`config.mk`:
```
export PLATFORM = sky130hd
export DESIGN_NAME = vga_frame_reader
export DESIGN_NICKNAME = d
export VERILOG_FILES = /design/src/rtl/vga_frame_reader.sv
export SDC_FILE = /design/constraint.sdc
export NUM_CORES = 1
export LEC_CHECK = 0
export CAP_MARGIN = 0
export CORE_AREA = 2 2 139 141
export CTS_CLUSTER_SIZE = 14
export DETAILED_ROUTE_END_ITERATION = 8
export DIE_AREA = 0 0 141 143
export PLACE_DENSITY = 0.78
export SKIP_CTS_REPAIR_TIMING = 1
export SYNTH_ARGS = -nofsm -noshare
export SYNTH_HDL_FRONTEND = slang
export SYNTH_SLANG_ARGS = --single-unit
export TNS_END_PERCENT = 1
```
`constraint.sdc`:
```
create_clock -name CLK -period 2.7 [get_ports CLK]
set_input_delay 0.27 -clock CLK [delete_from_list [all_inputs] [get_ports CLK]]
set_output_delay 0.27 -clock CLK [all_outputs]
set_load 0.02 [all_outputs]
```
`src/rtl/vga_frame_reader.sv`:
```
// vga_frame_reader: VGA timing generator that shows a centred greyscale framebuffer window inside a constant border.
// Latency: 2 cycles from the counters to HS/VS/BLANK_N/RGB/frame_start; FB_ADDR leads its pixel by 1 cycle.
// Backpressure: none; the pixel stream free-runs and the framebuffer is read on every in-window cycle.
module vga_frame_reader #(
  parameter int         H_VISIBLE = 640,
  parameter int         H_FP      = 16,
  parameter int         H_SYNC    = 96,
  parameter int         H_BP      = 48,
  parameter int         V_VISIBLE = 480,
  parameter int         V_FP      = 10,
  parameter int         V_SYNC    = 2,
  parameter int         V_BP      = 33,
  parameter int         FB_DEPTH  = 76800,
  parameter logic [7:0] BORDER    = 8'h00
) (
  input  logic        CLK,
  input  logic        RESET_N,
  input  logic [9:0]  IMG_WIDTH_OUT,
  input  logic [8:0]  IMG_HEIGHT_OUT,
  input  logic        fb_valid,
  input  logic        display_enable,
  input  logic [7:0]  FB_DATA,
  output logic [16:0] FB_ADDR,
  output logic        VGA_HS,
  output logic        VGA_VS,
  output logic        VGA_BLANK_N,
  output logic        VGA_SYNC_N,
  output logic [7:0]  VGA_R,
  output logic [7:0]  VGA_G,
  output logic [7:0]  VGA_B,
  output logic        frame_start
);

  localparam int H_TOTAL = H_VISIBLE + H_FP + H_SYNC + H_BP;
  localparam int V_TOTAL = V_VISIBLE + V_FP + V_SYNC + V_BP;

  // Counters are 11 bits wide, which covers every standard mode up to 2047 clocks per line.
  localparam logic [10:0] H_LAST = 11'(H_TOTAL - 1);
  localparam logic [10:0] V_LAST = 11'(V_TOTAL - 1);
  localparam logic [10:0] H_VIS  = 11'(H_VISIBLE);
  localparam logic [10:0] V_VIS  = 11'(V_VISIBLE);
  localparam logic [10:0] HS_BEG = 11'(H_VISIBLE + H_FP);
  localparam logic [10:0] HS_END = 11'(H_VISIBLE + H_FP + H_SYNC);
  localparam logic [10:0] VS_BEG = 11'(V_VISIBLE + V_FP);
  localparam logic [10:0] VS_END = 11'(V_VISIBLE + V_FP + V_SYNC);
  localparam logic [19:0] DEPTH  = 20'(FB_DEPTH);

  // Stage 0: raster position
  logic [10:0] h_cnt_q, h_cnt_d;
  logic [10:0] v_cnt_q, v_cnt_d;
  logic        frame_latch;

  // Per-frame window geometry, frozen between latches
  logic [10:0] w_ext, ht_ext;
  logic [19:0] area;
  logic [10:0] x_off_c, y_off_c;
  logic [10:0] x_off_q, x_off_d, x_end_q, x_end_d;
  logic [10:0] y_off_q, y_off_d, y_end_q, y_end_d;
  logic        win_en_q, win_en_d;

  // Stage 0 decoded flags
  logic vis_s0, hs_s0, vs_s0, win_s0, fs_s0;

  // Stage 1: read address and delayed flags
  logic [16:0] addr_cnt_q, addr_cnt_d;
  logic [16:0] fb_addr_q, fb_addr_d;
  logic        vis_s1_q, hs_s1_q, vs_s1_q, win_s1_q, fs_s1_q;

  // Stage 2: output registers (read data arrives alongside them)
  logic        vis_s2_q, hs_s2_q, vs_s2_q, win_s2_q, fs_s2_q, en_s2_q;
  logic [7:0]  pix;

  // Next raster position: the line counter only moves when the pixel counter wraps.
  always_comb begin
    h_cnt_d = h_cnt_q + 11'd1;
    v_cnt_d = v_cnt_q;
    if (h_cnt_q == H_LAST) begin
      h_cnt_d = '0;
      v_cnt_d = (v_cnt_q == V_LAST) ? '0 : v_cnt_q + 11'd1;
    end
  end

  // Raster counter registers.
  always_ff @(posedge CLK or negedge RESET_N) begin
    if (!RESET_N) begin
      h_cnt_q <= '0;
      v_cnt_q <= '0;
    end else begin
      h_cnt_q <= h_cnt_d;
      v_cnt_q <= v_cnt_d;
    end
  end

  // The last clock of the frame is the only point where geometry may change, so a frame never tears.
  assign frame_latch = (h_cnt_q == H_LAST) && (v_cnt_q == V_LAST);

  assign w_ext   = {1'b0, IMG_WIDTH_OUT};
  assign ht_ext  = {2'b00, IMG_HEIGHT_OUT};
  // Evaluated once per frame only; the per-pixel path uses plain compares and an incrementing address.
  assign area    = 20'(IMG_WIDTH_OUT) * 20'(IMG_HEIGHT_OUT);
  // Flooring the half-margin leaves any odd column/line on the right/bottom border.
  assign x_off_c = (H_VIS - w_ext) >> 1;
  assign y_off_c = (V_VIS - ht_ext) >> 1;

  // Capture window geometry and validity at the frame latch; hold it otherwise.
  always_comb begin
    x_off_d  = x_off_q;
    x_end_d  = x_end_q;
    y_off_d  = y_off_q;
    y_end_d  = y_end_q;
    win_en_d = win_en_q;
    if (frame_latch) begin
      x_off_d  = x_off_c;
      x_end_d  = x_off_c + w_ext;
      y_off_d  = y_off_c;
      y_end_d  = y_off_c + ht_ext;
      // Offsets may be garbage for oversize images, but the window is then disabled anyway.
      win_en_d = fb_valid && (w_ext != '0) && (ht_ext != '0) &&
                 (w_ext <= H_VIS) && (ht_ext <= V_VIS) && (area <= DEPTH);
    end
  end

  // Geometry registers; the first frame after reset is border only.
  always_ff @(posedge CLK or negedge RESET_N) begin
    if (!RESET_N) begin
      x_off_q  <= '0;
      x_end_q  <= '0;
      y_off_q  <= '0;
      y_end_q  <= '0;
      win_en_q <= 1'b0;
    end else begin
      x_off_q  <= x_off_d;
      x_end_q  <= x_end_d;
      y_off_q  <= y_off_d;
      y_end_q  <= y_end_d;
      win_en_q <= win_en_d;
    end
  end

  assign vis_s0 = (h_cnt_q < H_VIS) && (v_cnt_q < V_VIS);
  assign hs_s0  = (h_cnt_q >= HS_BEG) && (h_cnt_q < HS_END);
  assign vs_s0  = (v_cnt_q >= VS_BEG) && (v_cnt_q < VS_END);
  assign fs_s0  = (h_cnt_q == '0) && (v_cnt_q == '0);
  assign win_s0 = win_en_q &&
                  (h_cnt_q >= x_off_q) && (h_cnt_q < x_end_q) &&
                  (v_cnt_q >= y_off_q) && (v_cnt_q < y_end_q);

  // Raster-order address: restart at the latch, issue and advance only inside the window.
  always_comb begin
    addr_cnt_d = addr_cnt_q;
    fb_addr_d  = fb_addr_q;
    if (frame_latch) begin
      addr_cnt_d = '0;
    end else if (win_s0) begin
      fb_addr_d  = addr_cnt_q;
      addr_cnt_d = addr_cnt_q + 17'd1;
    end
  end

  // Stage 1 registers: read address plus flags delayed to match it.
  always_ff @(posedge CLK or negedge RESET_N) begin
    if (!RESET_N) begin
      addr_cnt_q <= '0;
      fb_addr_q  <= '0;
      vis_s1_q   <= 1'b0;
      hs_s1_q    <= 1'b0;
      vs_s1_q    <= 1'b0;
      win_s1_q   <= 1'b0;
      fs_s1_q    <= 1'b0;
    end else begin
      addr_cnt_q <= addr_cnt_d;
      fb_addr_q  <= fb_addr_d;
      vis_s1_q   <= vis_s0;
      hs_s1_q    <= hs_s0;
      vs_s1_q    <= vs_s0;
      win_s1_q   <= win_s0;
      fs_s1_q    <= fs_s0;
    end
  end

  // Stage 2 registers: flags line up with the RAM data returned for the stage-1 address.
  always_ff @(posedge CLK or negedge RESET_N) begin
    if (!RESET_N) begin
      vis_s2_q <= 1'b0;
      hs_s2_q  <= 1'b0;
      vs_s2_q  <= 1'b0;
      win_s2_q <= 1'b0;
      fs_s2_q  <= 1'b0;
      en_s2_q  <= 1'b0;
    end else begin
      vis_s2_q <= vis_s1_q;
      hs_s2_q  <= hs_s1_q;
      vs_s2_q  <= vs_s1_q;
      win_s2_q <= win_s1_q;
      fs_s2_q  <= fs_s1_q;
      en_s2_q  <= display_enable;
    end
  end

  // Pixel select: image in the window, border elsewhere in the visible area, black in blanking or when disabled.
  always_comb begin
    pix = 8'h00;
    if (en_s2_q && vis_s2_q) begin
      pix = win_s2_q ? FB_DATA : BORDER;
    end
  end

  assign FB_ADDR     = fb_addr_q;
  assign VGA_HS      = ~hs_s2_q;
  assign VGA_VS      = ~vs_s2_q;
  assign VGA_BLANK_N = vis_s2_q;
  assign VGA_SYNC_N  = 1'b0;
  assign VGA_R       = pix;
  assign VGA_G       = pix;
  assign VGA_B       = pix;
  assign frame_start = fs_s2_q;

endmodule

```
==> impl_results.md, run 1 <==
* Worst path arrival time at 4.51 ns
* Cts bufs inserted at 9
* Syn-to-layout area delta at 29.0%
* DRC viols at 0
* Total congestion overflow at 0
* Pre-CTS setup slack at -2.38 ns
* Worst skew pair latency at 0.37 ns
* Seq cells post-synth at 109
* Outcome: complete, but fails checks
* Hold Path Class: flip-flop to flip-flop
* Top Ports at 77
* H-tree depth at 3
* Die height at 143 um
* Slew Limit Fails at 0
* CTS Buffer Depth at 2
* Synth Instances at 1141
* Pwr dens at 540 mW/mm^2
* Detailed Route WL at 25.6 mm
* Vias after detailed routing at 8812
* Maximum vdd drop at 1100 uV
* Core Region at 0.0186 sq mm
* Die W at 141 um
* Min Tclk post-route at 4.25 ns
* Post-route cell area at 0.0130 sq mm
* Final period util at 157%
* Rel. slew slack at 60.3%
* Synth top cells by count: nand2_1 (140), inv_1 (133), dfrtp_1 (109)
* Final worst slack at -1.55 ns
* Synth warnings at 0
* Root Buffer: clkbuf_16
* Top-count cell post-synth: nand2_1
* Area after DPL at 0.0123 sq mm
* Worst Path Max Fanout at 7
* Most used DFF post-synth: dfrtp_1
* Worst flop-to-flop path startpoint: h_cnt_q[0]$_DFF_PN0_
* Synth top area share at 27.1%
* Async set-reset flop share out of synthesis at 100%
* Setup crit start kind: input port
* Hold Path Sink: VGA_BLANK_N$_DFF_PN0_
* Number of diodes at 0
* Max Cap Viol at 0
* Routed Antenna Nets at 0
* Number of vias per cell at 5.58
* DR iter-0 viols at 599
* Top cells by area, synth: dfrtp_1 (27%), ha_1 (12%), fa_1 (11%), nand2_1 (5.2%), inv_1 (5.0%)
* Initial Util at 54.2%
* Static Leak at 6.64 nW
* Die area at 0.0202 sq mm
* WP data required at 2.96 ns
* Clk slew on worst S/H paths at 0.08 ns
* Share of cells above drive strength 1 at 23.9%
* Critical Path End Type: flip-flop
* Port bufs at 75
* Initial antenna violation count at 0
* Hold Path Origin: vis_s1_q$_DFF_PN0_
* Setup Viol. Count Final at 3
* Worst-margin pin slew at 0.596 ns
* Final Hold Fails at 0
* First-pass GRT wire length at 41.7 mm
* CTS tree: built
* Worst Hold Path Cells at 0
* Placed wire-length estimate at 19.6 mm
* Post-synth top area cell: dfrtp_1
* WL per Instance at 16.2 um
* Vias in the first global route at 8879
* Netlist cell types at 71
* Drt pass-1 iters at 5
* Placer Congestion at 0.880
* RSZ-0062 raised after global routing: yes
* Internal reg-to-reg setup slack at 0.10 ns
* Clock sink count at 109
* All-Layer GR Usage at 25.6%
* Cell depth of the worst flop-to-flop path at 11
* Fin nets at 1528
* Overall power at 7.02 mW
* Syn avg cell area at 8.83 sq um
* Clock Skew at 0.0173 ns
* Register area share after synthesis at 27.1%
* Maximum clock frequency at 235 MHz
* Syn Nets at 1329
* Synthesized cell area at 0.0101 sq mm
* RR Endpoint: FB_ADDR[3]$_DFFE_PN0P_
* Failing checks: setup timing
* Critical path class: input port to flip-flop
* Number of synthesized flops with an enable pin at 0
* Placement Rows at 50
* Pin count of the biggest net entering global routing at 47
-- metal layers --
layer | share of wire (%) | global-route usage (%) | vias up
met3 | 4.5 | 3.89 | 59
met1 | 40 | 30.2 | 4255
li1 | - | - | 4227
met5 | 0 | 0 | -
met2 | 53 | 47.4 | 271
met4 | 2.9 | 9.53 | 0
-- metrics by stage --
stage / util [%] / setup TNS [ns] / instances / hold slack (ns)
2_1_floorplan: - / -2.09 / 1141 / -0.0256
3_3_place_gp: 66.0 / -11.53 / 1542 / 0.309
3_5_place_dp: 66.0 / -12.92 / 1542 / 0.312
4_1_cts: 67.6 / -6.67 / 1558 / -0.0650
5_1_grt: 69.9 / -2.51 / 1579 / 0.356
6_report: 69.9 / -1.64 / 1579 / 0.351
-- registers in the layout, indices dropped and copies added (netlist names), 9 cells and up --
register,cells
y_off_q,9
v_cnt_q,11
y_end_q,11
h_cnt_q,11
x_end_q,11
addr_cnt_q,17
x_off_q,10
FB_ADDR,17
-- power breakdown --
| group | internal, mW | total, mW | switching [mW] |
|---|---|---|---|
| Clock | 0.675 | 1.34 | 0.667 |
| Combinational | 1.98 | 4.03 | 2.04 |
| Sequential | 1.64 | 1.65 | 0.0110 |
-- final cells by class --
type	instances	area, sq um
Tap cell	234	293
Multi-Input combinational cell	828	6920
Fill cell	1374	5590
Clock inverter	6	60.1
Clock buffer	10	239
Timing Repair Buffer	259	2250
Inverter	133	499
Sequential cell	109	2730
-- cells by family (layout without fill, tap and decap cells) --
group,after synthesis,count (layout),share of synthesized area [%]
muxes,28,28,3.37
AOI/OAI and AO/OA,191,191,12.1
buffers and inverters,204,408,8.46
other,1,1,0.0372
DFF,109,109,27.1
xor gates and xnor gates,59,59,5.13
and+or+nand+nor,392,392,20.0
adders and majority gates,157,157,23.8
-- worst max path at each step --
| stage | slack (ns) | cells past startpoint | start | to |
|---|---|---|---|---|
| 2_1_floorplan | -1.57 | 17 | IMG_HEIGHT_OUT[3] | win_en_q$_DFFE_PN0P_ |
| 3_3_place_gp | -2.27 | 21 | IMG_HEIGHT_OUT[0] | win_en_q$_DFFE_PN0P_ |
| 3_5_place_dp | -2.38 | 19 | IMG_HEIGHT_OUT[7] | win_en_q$_DFFE_PN0P_ |
| 4_1_cts | -2.01 | 18 | IMG_HEIGHT_OUT[8] | win_en_q$_DFFE_PN0P_ |
| 5_1_grt | -1.71 | 19 | IMG_WIDTH_OUT[6] | win_en_q$_DFFE_PN0P_ |
| 6_report | -1.55 | 19 | IMG_WIDTH_OUT[3] | win_en_q$_DFFE_PN0P_ |
-- critical path, cell delays in order --
cell and delay, ns:
buf_6 0.09, buf_6 0.13, buf_4 0.13, buf_4 0.13, nand2_2 0.05, fa_1 0.45
fa_1 0.59, fa_1 0.45, fa_1 0.54, inv_2 0.05, ha_4 0.25, a21oi_4 0.17
nand2_2 0.09, o2111ai_4 0.21, nand2_2 0.11, xor2_2 0.20, inv_1 0.05, o311a_1 0.33
a22o_1 0.20
-- placed cells by master (no fill, tap or decap), types with 7 or more instances in the layout --
cell type | synthesis | layout
xor2_1 | 26 | 23
o21ai_1 | 6 | 8
a211oi_1 | 13 | 12
and2_1 | 50 | 43
nor2_1 | 52 | 50
ha_1 | 100 | 88
and3_1 | 15 | 14
xnor2_1 | 33 | 32
clkbuf_2 | 0 | 12
o211ai_1 | 7 | 7
mux2i_1 | 11 | 11
o21bai_1 | 8 | 8
mux2_2 | 7 | 7
inv_1 | 133 | 126
nand2_2 | 0 | 11
nand2_1 | 140 | 128
nand4_1 | 24 | 24
nand2b_1 | 23 | 21
ha_4 | 0 | 11
nor2b_1 | 8 | 7
buf_6 | 1 | 30
nand3_1 | 30 | 28
inv_2 | 0 | 7
buf_12 | 0 | 7
mux2_4 | 10 | 10
o31ai_1 | 7 | 7
clkbuf_16 | 0 | 9
a21o_1 | 14 | 14
o21ai_0 | 58 | 55
clkdlybuf4s50_1 | 0 | 55
and2_4 | 0 | 7
dfrtp_1 | 109 | 109
a21oi_1 | 36 | 29
buf_4 | 17 | 150
nor3_1 | 12 | 11
nand4b_1 | 7 | 7
fa_1 | 57 | 51
(Power assumes the default switching activity.)
==> inputs of run 2 (changes only) <==
--- a/config.mk
+++ b/config.mk
@@ -7,10 +7,11 @@
 export LEC_CHECK = 0
 export CAP_MARGIN = 0
 export CORE_AREA = 2 2 139 141
-export CTS_CLUSTER_SIZE = 14
+export CTS_CLUSTER_SIZE = 20
 export DETAILED_ROUTE_END_ITERATION = 8
 export DIE_AREA = 0 0 141 143
 export PLACE_DENSITY = 0.78
+export SETUP_SLACK_MARGIN = 0.4
 export SKIP_CTS_REPAIR_TIMING = 1
 export SYNTH_ARGS = -nofsm -noshare
 export SYNTH_HDL_FRONTEND = slang
==> impl_results.md, run 2 (synthesis results as in run 1) <==
* Outcome: complete, but fails checks (unchanged)
* Failing checks: setup timing (unchanged)
* Hold Path Class: flip-flop to flip-flop (unchanged)
* Min Tclk post-route at 4.25 ns (about the same)
* Setup crit start kind: input port (unchanged)
* Rel. slew slack at 60.0% (was 60.3%)
* Routed Antenna Nets at 0 (unchanged)
* CTS tree: built (unchanged)
* Placement Rows at 50 (unchanged)
* Final period util at 158% (was 157%)
* Worst Path Max Fanout at 8 (was 7)
* Final Hold Fails at 0 (unchanged)
* DP Cell Count at 1542 (unchanged)
* CP max stage cell: fa_1 (unchanged)
* Critical path class: input port to flip-flop (unchanged)
* CTS Buffer Depth at 2 (unchanged)
* Share of cells above drive strength 1 at 26.6% (was 23.9%)
* DRC viols at 0 (unchanged)
* Worst-margin pin slew at 0.600 ns (was 0.596 ns)
* Cts bufs inserted at 9 (unchanged)
* Number of vias per cell at 5.66 (was 5.58)
* Core Region at 0.0186 sq mm (unchanged)
* Family with the most delay on the worst path: adder cells (unchanged)
* Initial antenna violation count at 0 (unchanged)
* RSZ-0062 raised after global routing: yes (unchanged)
* Fin nets at 1530 (was 1528)
* Pre-CTS setup slack at -2.38 ns (unchanged)
* Setup TNS at -1.55 ns (was -1.64 ns)
* Drt pass-1 iters at 5 (unchanged)
* Finished Layout Cells at 1581 (was 1579)
* Vias after detailed routing at 8946 (was 8812)
* Worst skew pair latency at 0.37 ns (about the same)
* Die area at 0.0202 sq mm (unchanged)
* Fill cells at 1318 (was 1374)
* Syn-to-layout area delta at 31.6% (was 29.0%)
* Placed wire-length estimate at 19.6 mm (unchanged)
* Pin count of the biggest net entering global routing at 47 (unchanged)
* Buf/Inv on CP at 4 (was 6)
* Final worst slack at -1.55 ns (about the same)
* Maximum vdd drop at 1100 uV (about the same)
* Worst path arrival time at 4.51 ns (about the same)
* Clk slew on worst S/H paths at 0.08 ns (about the same)
* WL per Instance at 16.8 um (was 16.2 um)
* Leading cell type in the layout, fill and taps excluded: buf_4 (unchanged)
* Number of diodes at 0 (unchanged)
* Static Leak at 6.69 nW (was 6.64 nW)
* Pwr dens at 534 mW/mm^2 (was 540 mW/mm^2)
* Most frequent cells in the layout: buf_4 (145), nand2_1 (128), inv_1 (122), dfrtp_1 (106), ha_1 (81) (was buf_4 (150), nand2_1 (128), inv_1 (126), dfrtp_1 (109), ha_1 (88))
* Max incr delay on CP at 0.55 ns (was 0.59 ns)
* Root Buffer: clkbuf_16 (unchanged)
* Slew Limit Fails at 0 (unchanged)
* Detailed Route WL at 26.6 mm (was 25.6 mm)
* Die height at 143 um (unchanged)
* Most frequent CP cell: fa_1 (unchanged)
* Total congestion overflow at 0 (unchanged)
* Clock sink count at 109 (unchanged)
* All-Layer GR Usage at 25.6% (unchanged)
* Initial Util at 54.2% (unchanged)
* H-tree depth at 3 (unchanged)
* First-pass GRT wire length at 41.7 mm (unchanged)
* Port bufs at 75 (unchanged)
* WP data required at 2.96 ns (about the same)
* Max Cap Viol at 0 (unchanged)
* Top Ports at 77 (unchanged)
* Critical Path End Type: flip-flop (unchanged)
* Vias in the first global route at 8879 (unchanged)
* Cell Chain, Critical Path: buf_4, buf_6, buf_4, nand2_1, fa_1, fa_1, fa_1, fa_1, inv_2, ha_4, nand3_4, o2111ai_4, a21oi_4, o21bai_1, a21oi_1, xor2_1, o311a_1, a22o_1 (was buf_6, buf_6, buf_4, buf_4, nand2_2, fa_1, fa_1, fa_1, fa_1, inv_2, ha_4, a21oi_4, nand2_2, o2111ai_4, nand2_2, xor2_2, inv_1, o311a_1, a22o_1)
* Die W at 141 um (unchanged)
* Setup Viol. Count Final at 1 (was 3)
* DR iter-0 viols at 633 (was 599)
* Maximum clock frequency at 235 MHz (about the same)
* Clock Skew at 0.0158 ns (was 0.0173 ns)
* Placer Congestion at 0.880 (unchanged)
run 2: changes by cell type in the layout (fill, tap and decap cells not counted), moves of 4 or more:
cell	delta
ha_4	+5
ha_1	-7
inv_1	-4
inv_2	+4
buf_4	-5
run 2: worst paths after layout:
path | cells past startpoint | from | to | slack, ns
worst min-delay path | 0 | vis_s1_q$_DFF_PN0_ | VGA_BLANK_N$_DFF_PN0_ | 0.35
worst max register to register | 11 | h_cnt_q[0]$_DFF_PN0_ | FB_ADDR[3]$_DFFE_PN0P_ | 0.16
min in group asynchronous | 2 | RESET_N | v_cnt_q[2]$_DFFE_PN0N_ | 0.46
worst min register to register | 0 | vis_s1_q$_DFF_PN0_ | VGA_BLANK_N$_DFF_PN0_ | 0.35
max in group asynchronous | 3 | RESET_N | addr_cnt_q[8]$_DFFE_PN0P_ | 1.56
worst max-delay path | 18 | IMG_WIDTH_OUT[6] | win_en_q$_DFFE_PN0P_ | -1.55
run 2: stage by stage:
| stage | area [sq um] | hold WS, ns | util, % | power, mW |
|---|---|---|---|---|
| after floorplan | 10500 | -0.0256 | - | 4.03 |
| after global placement | 12300 | 0.309 | 66.0 | 5.06 |
| after detailed placement | 12300 | 0.312 | 66.0 | 5.21 |
| after CTS | 12600 | -0.0650 | 67.6 | 6.54 |
| after global routing | 13300 | 0.356 | 71.4 | 7.61 |
| final | 13300 | 0.351 | 71.4 | 7.08 |
run 2: power by group:
part	internal, mW	switching [mW]	leakage, nW
clock	0.676	0.673	0.147
sequential	1.64	0.0131	1.29
combinational	2.01	2.07	5.25
run 2: routing by layer:
layer / up-vias / track usage [%] / part of all wire (%)
met5: - / 0 / 0
met4: 0 / 9.53 / 3.2
met3: 76 / 3.89 / 4.4
met2: 280 / 47.4 / 52
met1: 4355 / 30.2 / 40
li1: 4235 / - / -
run 2: area by class of cell:
class | instances | area [sq um] | share of cell area (%)
clock buffers | 10 | 239 | 1.80
flip-flops and latches | 109 | 2730 | 20.6
multi-input cells | 828 | 7120 | 53.7
inverters | 133 | 499 | 3.77
well taps | 234 | 293 | 2.21
clock inverters | 6 | 60.1 | 0.453
repair buffers | 261 | 2320 | 17.5
